<file path="config.mk">
export PLATFORM = sky130hd
export DESIGN_NAME = gl8_pixel_reduce
export DESIGN_NICKNAME = d
export VERILOG_FILES = /design/src/rtl/gl8_pixel_reduce.sv
export SDC_FILE = /design/constraint.sdc
export NUM_CORES = 1
export LEC_CHECK = 0
export CORE_AREA = 4 4 91 93
export CTS_CLUSTER_DIAMETER = 120
export CTS_CLUSTER_SIZE = 28
export DETAILED_ROUTE_END_ITERATION = 8
export DIE_AREA = 0 0 95 97
export GPL_ROUTABILITY_DRIVEN = 0
export PLACE_DENSITY = 0.91
export SLEW_MARGIN = 0
export SYNTH_ARGS = -nofsm -noshare
export SYNTH_HDL_FRONTEND = slang
export SYNTH_SLANG_ARGS = --single-unit
</file>
<file path="constraint.sdc">
create_clock -name clk -period 11.04 [get_ports clk]
set_input_delay 1.656 -clock clk [delete_from_list [all_inputs] [get_ports clk]]
set_output_delay 1.656 -clock clk [all_outputs]
set_load 0.02 [all_outputs]
</file>
<file path="src/rtl/gl8_pixel_reduce.sv">
// N-way luma lane reducer: joins N_CH lanes into one averaged, max, min or
// passthrough pixel behind a 2-entry skid buffer, and flags misaligned markers.
module gl8_pixel_reduce #(
    parameter int D_WIDTH = 8,
    parameter int N_CH    = 4,
    parameter int ROUND   = 1
) (
    input  logic                      clk,
    input  logic                      rst,
    input  logic [N_CH*D_WIDTH-1:0]   up_data,
    input  logic [N_CH-1:0]           up_valid,
    input  logic [N_CH-1:0]           up_tlast,
    input  logic [N_CH-1:0]           up_tuser,
    output logic [N_CH-1:0]           up_ready,
    input  logic [1:0]                mode,
    output logic [D_WIDTH-1:0]        down_data,
    output logic                      down_valid,
    output logic                      down_tlast,
    output logic                      down_tuser,
    input  logic                      down_ready,
    output logic                      err_misalign,
    input  logic                      err_clear,
    output logic [15:0]               beat_cnt
);

    localparam int L  = $clog2(N_CH);
    localparam int SW = D_WIDTH + L;

    localparam logic [1:0] MODE_AVG = 2'b00;
    localparam logic [1:0] MODE_MAX = 2'b01;
    localparam logic [1:0] MODE_MIN = 2'b10;

    logic               main_valid;
    logic [D_WIDTH-1:0] main_data;
    logic               main_tlast;
    logic               main_tuser;
    logic               skid_valid;
    logic [D_WIDTH-1:0] skid_data;
    logic               skid_tlast;
    logic               skid_tuser;
    logic               err_q;
    logic [15:0]        cnt_q;

    logic               buf_full;
    logic               accept;
    logic               xfer;
    logic [SW-1:0]      sum;
    logic [SW-1:0]      sum_rnd;
    logic [D_WIDTH-1:0] lane;
    logic [D_WIDTH-1:0] max_v;
    logic [D_WIDTH-1:0] min_v;
    logic [D_WIDTH-1:0] red;
    logic               new_tlast;
    logic               new_tuser;
    logic               misalign;

    // ready depends only on stored occupancy, never on down_ready
    assign buf_full = main_valid & skid_valid;
    assign up_ready = {N_CH{~buf_full}};
    assign accept   = (&up_valid) & ~buf_full;
    assign xfer     = main_valid & down_ready;

    always_comb begin
        sum   = '0;
        max_v = '0;
        min_v = '1;
        lane  = '0;
        for (int i = 0; i < N_CH; i++) begin
            lane = up_data[i*D_WIDTH +: D_WIDTH];
            sum  = sum + SW'(lane);
            if (lane > max_v) max_v = lane;
            if (lane < min_v) min_v = lane;
        end
    end

    // the rounding bias cannot overflow SW bits: N*(2^D-1) + N/2 < N*2^D
    assign sum_rnd = sum + ((ROUND != 0) ? SW'(N_CH / 2) : '0);

    always_comb begin
        case (mode)
            MODE_AVG: red = sum_rnd[SW-1:L];
            MODE_MAX: red = max_v;
            MODE_MIN: red = min_v;
            default:  red = up_data[D_WIDTH-1:0];
        endcase
    end

    assign new_tlast = |up_tlast;
    assign new_tuser = |up_tuser;
    assign misalign  = ~((&up_tlast) | ~(|up_tlast))
                     | ~((&up_tuser) | ~(|up_tuser));

    always_ff @(posedge clk) begin
        if (rst) begin
            main_valid <= 1'b0;
            main_data  <= '0;
            main_tlast <= 1'b0;
            main_tuser <= 1'b0;
            skid_valid <= 1'b0;
            skid_data  <= '0;
            skid_tlast <= 1'b0;
            skid_tuser <= 1'b0;
        end else if (xfer) begin
            if (skid_valid) begin
                main_data  <= skid_data;
                main_tlast <= skid_tlast;
                main_tuser <= skid_tuser;
                skid_valid <= 1'b0;
            end else if (accept) begin
                main_data  <= red;
                main_tlast <= new_tlast;
                main_tuser <= new_tuser;
            end else begin
                main_valid <= 1'b0;
            end
        end else if (accept) begin
            if (!main_valid) begin
                main_valid <= 1'b1;
                main_data  <= red;
                main_tlast <= new_tlast;
                main_tuser <= new_tuser;
            end else begin
                skid_valid <= 1'b1;
                skid_data  <= red;
                skid_tlast <= new_tlast;
                skid_tuser <= new_tuser;
            end
        end
    end

    always_ff @(posedge clk) begin
        if (rst) begin
            err_q <= 1'b0;
        end else if (accept && misalign) begin
            err_q <= 1'b1;
        end else if (err_clear) begin
            err_q <= 1'b0;
        end
    end

    always_ff @(posedge clk) begin
        if (rst) begin
            cnt_q <= '0;
        end else if (xfer) begin
            cnt_q <= main_tuser ? 16'd1 : cnt_q + 16'd1;
        end
    end

    assign down_valid   = main_valid;
    assign down_data    = main_data;
    assign down_tlast   = main_tlast;
    assign down_tuser   = main_tuser;
    assign err_misalign = err_q;
    assign beat_cnt     = cnt_q;

endmodule

</file>
==> metrics.txt, run 1 <==
worst hold path class reg -> reg; Final Util 0.681; worst skew pair latency between 200 and 300 ps; antenna-violating nets left 0; final wirelength 12.3 mm; Hold Buf Count CTS 0; synthesized area per cell 8.08 um2; Yosys reg bits 39; Critical Path AT 8610 ps; leading cell type in the layout, fill and taps excluded clkdlybuf4s50_1; Slew Limit Headroom 0.281; final net count 705; core area 7530 um2; vias 4312; postcts setup bufs 0; TNS Setup 0 ps; TritonRoute pass-1 iters 6; CP endpoint kind register; Synth Cell Area 4170 um2; number of flip-flops in the largest register 16; worst setup path category in -> reg; post-cts resize count 0; syn_nets 636; antenna violations before repair 0; register area share after synthesis 0.187; Final Hold Vio Count 0; fillers 596; min cycle time layout around 8500 ps; Vias/cell 6.27; ys flop type dfxtp_1; Worst Tran Pin Value 1070 ps; peak supply drop about 69 uV; Mapped Cells around 520; H-tree depth 2; Die Wd 95 um; first-pass GRT wire length about 20 mm; vias in the first global route 4358; largest fanout on the critical path 10; GRT Residual Overflow 0; Critical Path Start Type input pin; Total GRT Usage 0.268; count of maximum capacitance violations 0; DR iter-0 viols 411; Slew Limit Fails 0; Longest Clk Path Bufs 2; unrepaired setup endpoints after global routing no; share of layout cells above drive strength 1 0.0512; CTS tree done; largest net degree at the start of global routing 21; die area 9220 um2; Max Freq 0.118 GHz; Starting Density 0.554; Die Ht 97 um; outcome completed; clk_skew roughly 8.1 ps; synth-to-layout area growth 22.9%; number of synthesized flops with an enable pin 0; # rows 32; synth unique cells 63; R2R Setup Slk 8440 ps; leak pwr 2.18 nW; # port buffers 81; Worst-path clk slew approximately 80 ps; detailed placement HPWL slightly below 10 mm; asr flop ratio synth 0; I/O pins 82; ANT cells 0; wire per inst 17.8 um; setup violators final 0; CP required 11180 ps; Root Buffer clkbuf_8; most frequent cells in the layout clkdlybuf4s50_1 (81), ha_1 (55), nor2_1 (51); power per cell area 108 nW/um2; Sink Count 39; Synthesis Warnings 0; final worst-path cycle share 0.767; Register Area 781 um2; number of remaining DRC errors 0; Multi-input gate area roughly 3100 um2; cts bufs inserted 5
cell families after synthesis:
kind of cell / count (synthesis) / synth area share
multiplexers: 17 / 0.0429
AND/OR/NAND/NOR: 160 / 0.186
adder cells (fa/ha/maj): 70 / 0.237
XOR/XNOR: 18 / 0.0378
buffers and inverters: 62 / 0.0588
AO/OA/AOI/OAI: 150 / 0.249
flip-flops: 39 / 0.187
worst paths after layout:
kind           startpoint           end  depth (start not counted)
max            up_data[7]  down_data[4]                         27
min          down_data[5]  down_data[5]                          2
max reg2reg    down_valid  down_data[4]                          7
min reg2reg  down_data[5]  down_data[5]                          2
Yosys cell counts, types with 3 or more instances:
| master | instances | area, um2 |
|---|---|---|
| o41ai_1 | 3 | 26.3 |
| nand4_1 | 4 | 25.0 |
| o21ai_1 | 4 | 20.0 |
| a311oi_1 | 5 | 43.8 |
| and3_1 | 5 | 31.3 |
| ha_1 | 55 | 688 |
| o21ai_0 | 21 | 105 |
| inv_1 | 40 | 150 |
| nor4_1 | 3 | 18.8 |
| or3_1 | 3 | 18.8 |
| xnor2_1 | 3 | 26.3 |
| nor3_1 | 12 | 60.1 |
| o221ai_1 | 3 | 26.3 |
| clkbuf_1 | 17 | 63.8 |
| buf_4 | 3 | 22.5 |
| a31oi_1 | 7 | 43.8 |
| nand2_1 | 33 | 124 |
| o21a_1 | 3 | 22.5 |
| a2111oi_2 | 3 | 45.0 |
| a211o_1 | 3 | 26.3 |
| nand3_1 | 21 | 105 |
| nand2_2 | 3 | 18.8 |
| mux2_2 | 3 | 33.8 |
| o211ai_1 | 4 | 30.0 |
| a21o_1 | 10 | 75.1 |
| a211oi_1 | 9 | 67.6 |
| mux2i_1 | 13 | 130 |
| a32oi_1 | 3 | 26.3 |
| a21oi_1 | 48 | 240 |
| and4_1 | 7 | 61.3 |
| nand2b_1 | 3 | 18.8 |
| and2_1 | 3 | 18.8 |
| nor2_1 | 51 | 191 |
| fa_1 | 15 | 300 |
| nor2b_1 | 6 | 37.5 |
| dfxtp_1 | 39 | 781 |
| xor2_1 | 15 | 131 |
routing by layer:
metal	vias to the layer above	track usage	part of all wire
li1	2017	-	-
met1	1995	0.327	0.40
met2	251	0.454	0.48
met3	49	0.0669	0.088
met4	0	0.0899	0.030
met5	-	0	0
metrics by stage:
| step | power, mW | area (um2) | hold WS, ps | std cells | setup WS (ps) |
|---|---|---|---|---|---|
| final | 0.552 | 5120 | 485 | 688 | 2570 |
| after global routing | 0.587 | 5120 | 526 | 688 | 2180 |
| after CTS | 0.543 | 5120 | 485 | 688 | 2900 |
| after detailed placement | 0.449 | 5040 | 464 | 680 | 2640 |
| after global placement | 0.434 | 5040 | 458 | 680 | 2780 |
| after floorplan | 0.363 | 4170 | 451 | 516 | 4260 |
worst max-delay path: stages:
cell and delay [ps]:
clkdlybuf4s50_1 570, inv_1 130, ha_1 380, a21oi_1 280, nand3b_1 100, o21bai_2 250, nand2_2 250, nor2_1 80
a21oi_1 280, ha_1 320, a21oi_1 140, o21ai_0 210, a2111oi_0 850, o31ai_2 280, nand2_2 280, nor2_1 70
a21oi_1 150, ha_1 270, a21o_1 180, a211oi_1 300, and2_1 190, a221o_1 260, o21bai_1 200, and2_1 300
nor3_1 70, a311oi_1 440, o41ai_1 130
final cells by class:
type / count / share of cell area
clock inverters: 2 / 0.00244
clock buffers: 6 / 0.0142
repair buffers: 84 / 0.163
inverters: 40 / 0.0293
multi-input cells: 415 / 0.614
flip-flops and latches: 39 / 0.152
well taps: 102 / 0.0249
power breakdown:
part | switching [mW] | internal (mW) | leakage (nW)
logic | 0.183 | 0.131 | 1.82
clock network | 0.0506 | 0.0442 | 0.0412
registers | 0.00113 | 0.142 | 0.314
No activity file was read; power rests on OpenSTA's default activity.
==> run 2, diff against run 1 <==
--- a/config.mk
+++ b/config.mk
@@ -5,13 +5,13 @@
 export SDC_FILE = /design/constraint.sdc
 export NUM_CORES = 1
 export LEC_CHECK = 0
-export CORE_AREA = 4 4 91 93
+export CORE_AREA = 4 4 99 101
 export CTS_CLUSTER_DIAMETER = 120
 export CTS_CLUSTER_SIZE = 28
 export DETAILED_ROUTE_END_ITERATION = 8
-export DIE_AREA = 0 0 95 97
+export DIE_AREA = 0 0 103 105
 export GPL_ROUTABILITY_DRIVEN = 0
-export PLACE_DENSITY = 0.91
+export PLACE_DENSITY = 0.82
 export SLEW_MARGIN = 0
 export SYNTH_ARGS = -nofsm -noshare
 export SYNTH_HDL_FRONTEND = slang
==> constraint.sdc (replaced) <==
create_clock -name clk -period 7.16 [get_ports clk]
set_input_delay 1.074 -clock clk [delete_from_list [all_inputs] [get_ports clk]]
set_output_delay 1.074 -clock clk [all_outputs]
set_load 0.02 [all_outputs]
==> metrics.txt, run 2 (synthesis gave the netlist of run 1 again) <==
worst skew pair latency 290 ps; CP startpoint up_data[7]; sw frac 0.394; Tot Pwr 0.906 mW; busiest grt layer met2; cts bufs inserted 5; outcome completed; Die Wd 103 um; number of flip-flops in the largest register 16; synth-to-layout area growth 27.1%; core area 9020 um2; die area 10800 um2; final wirelength about 12 mm; Worst Tran Pin Value 1100 ps; most frequent cells in the layout clkdlybuf4s50_1 (81), ha_1 (55), nor2_1 (51); CP endpoint kind register; GRT Residual Overflow 0; Max Freq 0.148 GHz; Worst-path clk slew about 70 ps; Slew Limit Headroom 0.259; Die Ht 105 um; largest net degree at the start of global routing 21; clk_skew 5.25 ps; leading cell type in the layout, fill and taps excluded clkdlybuf4s50_1; unrepaired setup endpoints after global routing no; first-pass GRT wire length ~20 mm; # port buffers 81; Root Buffer clkbuf_8; TNS Setup 0 ps; vias 4299; min cycle time layout 6760 ps; grt met3 use 0.0407; Starting Density 0.462; Layout Cells excl Fill 712; setup violators final 0; TritonRoute pass-1 iters 5; antenna-violating nets left 0; Psw 0.357 mW; Vias/cell 6.04; Sink Count 39; Slew Limit Fails 0; Final Hold Vio Count 0; M2 GR Usage 0.365; worst hold path class reg -> reg; number of remaining DRC errors 0; Critical Path Start Type input pin; Total GRT Usage 0.224; DR iter-0 viols 302; Hold Buf Count CTS 0; Critical Path AT 6890 ps; power per cell area 171 nW/um2; # rows 35; placed insts approximately 700; antenna violations before repair 0; Sequential Power Share 0.243; Final Util 0.587; CP required 7300 ps; reg2reg path depth 6; count of maximum capacitance violations 0; R2R Setup Slk 4610 ps; routing usage on met1 0.289; crit path to down_data[6]; worst setup path category in -> reg; final worst-path cycle share 0.944; largest fanout on the critical path 10; peak supply drop roughly 100 uV; Cell Area, Placed approximately 5100 um2; post-route cell area 5300 um2; share of layout cells above drive strength 1 0.0815; detailed placement HPWL 9.65 mm; wire per inst 17.1 um; Comb pwr share 0.564; CTS tree done; Clock Power Share 0.193; worst r2r src down_valid; ANT cells 0; final net count 721; Longest Clk Path Bufs 2; vias in the first global route 4354; reg-to-reg endpoint down_data[0]; H-tree depth 2; I/O pins 82; leak pwr 2.27 nW; fillers 764; Int Pwr around 0.55 mW
## run 2: worst min-delay path by stage
stage,from,to,slack [ps],depth (start not counted)
finish,skid_data[7],skid_data[7],480,2
global route,skid_data[7],skid_data[7],510,2
detailed placement,skid_data[7],skid_data[7],470,2
global placement,down_data[5],down_data[5],450,2
CTS,skid_data[7],skid_data[7],480,2
floorplan,skid_data[7],skid_data[7],450,2
## run 2: area by class of cell
cell class                 instances  area [um2]  share of cell area
clock inverter                     2        37.5             0.00709
sequential                        39         781               0.147
multi-input combinational        415        3170               0.598
clock buffer                       5        68.8              0.0130
inverter                          40         150              0.0283
timing repair buffer             100         953               0.180
tap                              111         139              0.0262
## run 2: worst max-delay path, cell delays in order
cell	delay (ps)
clkdlybuf4s50_1	560
inv_1	110
ha_1	370
a21oi_1	200
nand3b_1	80
o21bai_2	250
nand2_4	180
nor2_1	50
a21oi_1	230
ha_1	300
a21oi_1	180
o21ai_1	180
a2111oi_2	350
buf_4	180
o31ai_2	80
nand2_2	130
nor2_1	60
a21oi_1	130
ha_1	260
a21o_1	160
a211oi_1	270
and2_1	190
a221o_1	250
o21bai_1	170
nand2_2	130
mux2_4	330
a2111oi_4	340
nor4_1	90
## run 2: stage by stage
stage | worst slack [ps] | hold WS (ps)
after floorplan | 965 | 451
after global placement | 310 | 452
after detailed placement | -32.3 | 470
after CTS | 254 | 482
after global routing | 27.7 | 510
final | 404 | 483
## run 2: what timing repair did
item	CTS	global route
gates resized for setup	0	6
setup buffers	0	4
setup endpoints to repair	0	14
## run 2: power by group through the flow
stage,combinational (mW),sequential (mW),clock (mW)
after floorplan,0.333,0.226,0
after detailed placement,0.485,0.225,0
after CTS,0.487,0.220,0.178
final,0.511,0.220,0.175
after global placement,0.463,0.225,0
after global routing,0.568,0.220,0.187
## run 2: layer usage
metal,up-vias,wire (um)
met5,-,0
met4,0,351
li1,2042,-
met1,2029,5080
met2,190,5830
met3,38,893
==> run 3, diff against run 2 <==
--- a/config.mk
+++ b/config.mk
@@ -5,11 +5,13 @@
 export SDC_FILE = /design/constraint.sdc
 export NUM_CORES = 1
 export LEC_CHECK = 0
-export CORE_AREA = 4 4 99 101
+export CELL_PAD_IN_SITES_DETAIL_PLACEMENT = 1
+export CELL_PAD_IN_SITES_GLOBAL_PLACEMENT = 1
+export CORE_AREA = 4 4 115 117
 export CTS_CLUSTER_DIAMETER = 120
 export CTS_CLUSTER_SIZE = 28
 export DETAILED_ROUTE_END_ITERATION = 8
-export DIE_AREA = 0 0 103 105
+export DIE_AREA = 0 0 119 121
 export GPL_ROUTABILITY_DRIVEN = 0
 export PLACE_DENSITY = 0.82
 export SLEW_MARGIN = 0
==> metrics.txt, run 3 (synthesis gave the netlist of run 1 again) <==
outcome completed; power per cell area 188 nW/um2; clk_skew 7.88 ps; post-cts resize count 0; # port buffers 81; die area around 14000 um2; final worst-path cycle share 0.946; leak pwr 2.26 nW; Multi-input gate area 3170 um2; Total GRT Usage 0.193; Slew Limit Headroom 0.178; Sink Count 39; share of layout cells above drive strength 1 0.0709; DR iter-0 viols roughly 210; detailed placement HPWL 11.1 mm; Hold Buf Count CTS 0; antenna-violating nets left 0; crit-path max cell delay 600 ps; core area 12400 um2; Layout Cells excl Fill 764; crit-path leading delay family compound AO/OA/AOI/OAI gates; Critical Path AT 6930 ps; postcts setup bufs 0; Worst Tran Pin Value 1230 ps; antenna violations before repair 0; Longest Clk Path Bufs 2; Vias/cell about 5.5; # rows 41; Clock Power Share 0.288; Slew Limit Fails 0; most frequent cells in the layout clkdlybuf4s50_1 (81), ha_1 (55), nor2_1 (51); CTS tree done; sw frac 0.376; Starting Density 0.337; TritonRoute pass-1 iters 4; leading cell type in the layout, fill and taps excluded clkdlybuf4s50_1; Buf+Inv Stages, Crit Path 5; Root Buffer clkbuf_16; Register Area 781 um2; final net count 711; number of flip-flops in the largest register 16; slowest CP cell clkdlybuf4s50_1; synth-to-layout area growth 29.3%; Psw 0.380 mW; I/O pins 82; Sequential Power Share 0.218; Die Wd 119 um; peak supply drop 84.3 uV; GRT Residual Overflow 0; Worst-path clk slew 60 ps; CP required 7320 ps; setup violators final 0; Comb pwr share 0.494; worst skew pair latency 290 ps; dpl ws -32.0 ps; TNS Setup 0 ps; CP startpoint up_data[5]; cts bufs inserted 5; largest net degree at the start of global routing 21; Cell Area, Placed 5170 um2; vias in the first global route 4525; post-route cell area 5390 um2; number of remaining DRC errors 0; wire per inst 18.0 um; largest fanout on the critical path 14; final wirelength 13.7 mm; worst r2r src down_valid; ANT cells 0; first-pass GRT wire length 22.9 mm; fillers ~1500; Max Freq roughly 0.15 GHz; Hold Startpoint down_data[2]; placed insts between 700 and 800; vias 4196; Final Hold Vio Count 0; worst setup path category in -> reg; worst hold path class reg -> reg; CP endpoint kind register; Critical Path Start Type input pin; count of maximum capacitance violations 0; H-tree depth 2; Int Pwr 0.631 mW; Die Ht ~120 um; unrepaired setup endpoints after global routing no; final setup margin 389 ps; min cycle time layout between 6000 and 7000 ps
-- run 3: worst paths after layout --
kind                  endpoint  slack (ps)  depth (start not counted)
hold / removal    down_data[2]         480                          2
setup reg to reg  down_data[0]        4390                          6
setup / recovery  down_data[1]         390                         27
hold reg to reg   down_data[2]         480                          2
-- run 3: power groups by stage --
stage                     clock, mW  sequential (mW)  combinational [mW]
after CTS                     0.295            0.220               0.489
after floorplan                   0            0.226               0.333
after detailed placement          0            0.225               0.486
after global routing          0.305            0.221               0.560
final                         0.291            0.220               0.499
after global placement            0            0.225               0.461
-- run 3: per-stage QoR --
stage          power (mW)  utilization  hold WS (ps)
3_3_place_gp        0.687        0.418           460
3_5_place_dp        0.711        0.418           463
5_1_grt              1.09        0.436           499
2_1_floorplan       0.559            -           451
4_1_cts              1.00        0.434           481
6_report             1.01        0.436           478
-- run 3: tightest hold or removal path, cell delays in order (launching register included) --
cell and delay [ps]:
dfxtp_1 320, a31oi_1 80, o41ai_1 50
-- run 3: cell type report --
| type | instances | share of cell area |
|---|---|---|
| Inverter | 40 | 0.0279 |
| Clock inverter | 3 | 0.0125 |
| Tap cell | 172 | 0.0399 |
| Sequential cell | 39 | 0.145 |
| Clock buffer | 5 | 0.0232 |
| Timing Repair Buffer | 90 | 0.163 |
| Multi-Input combinational cell | 415 | 0.589 |
-- run 3: per-layer routing --
metal	up-vias	track usage	wire length (um)
li1	2029	-	-
met1	2047	0.248	5990
met2	102	0.338	6890
met3	18	0.0252	635
met4	0	0.0579	229
met5	-	0	0
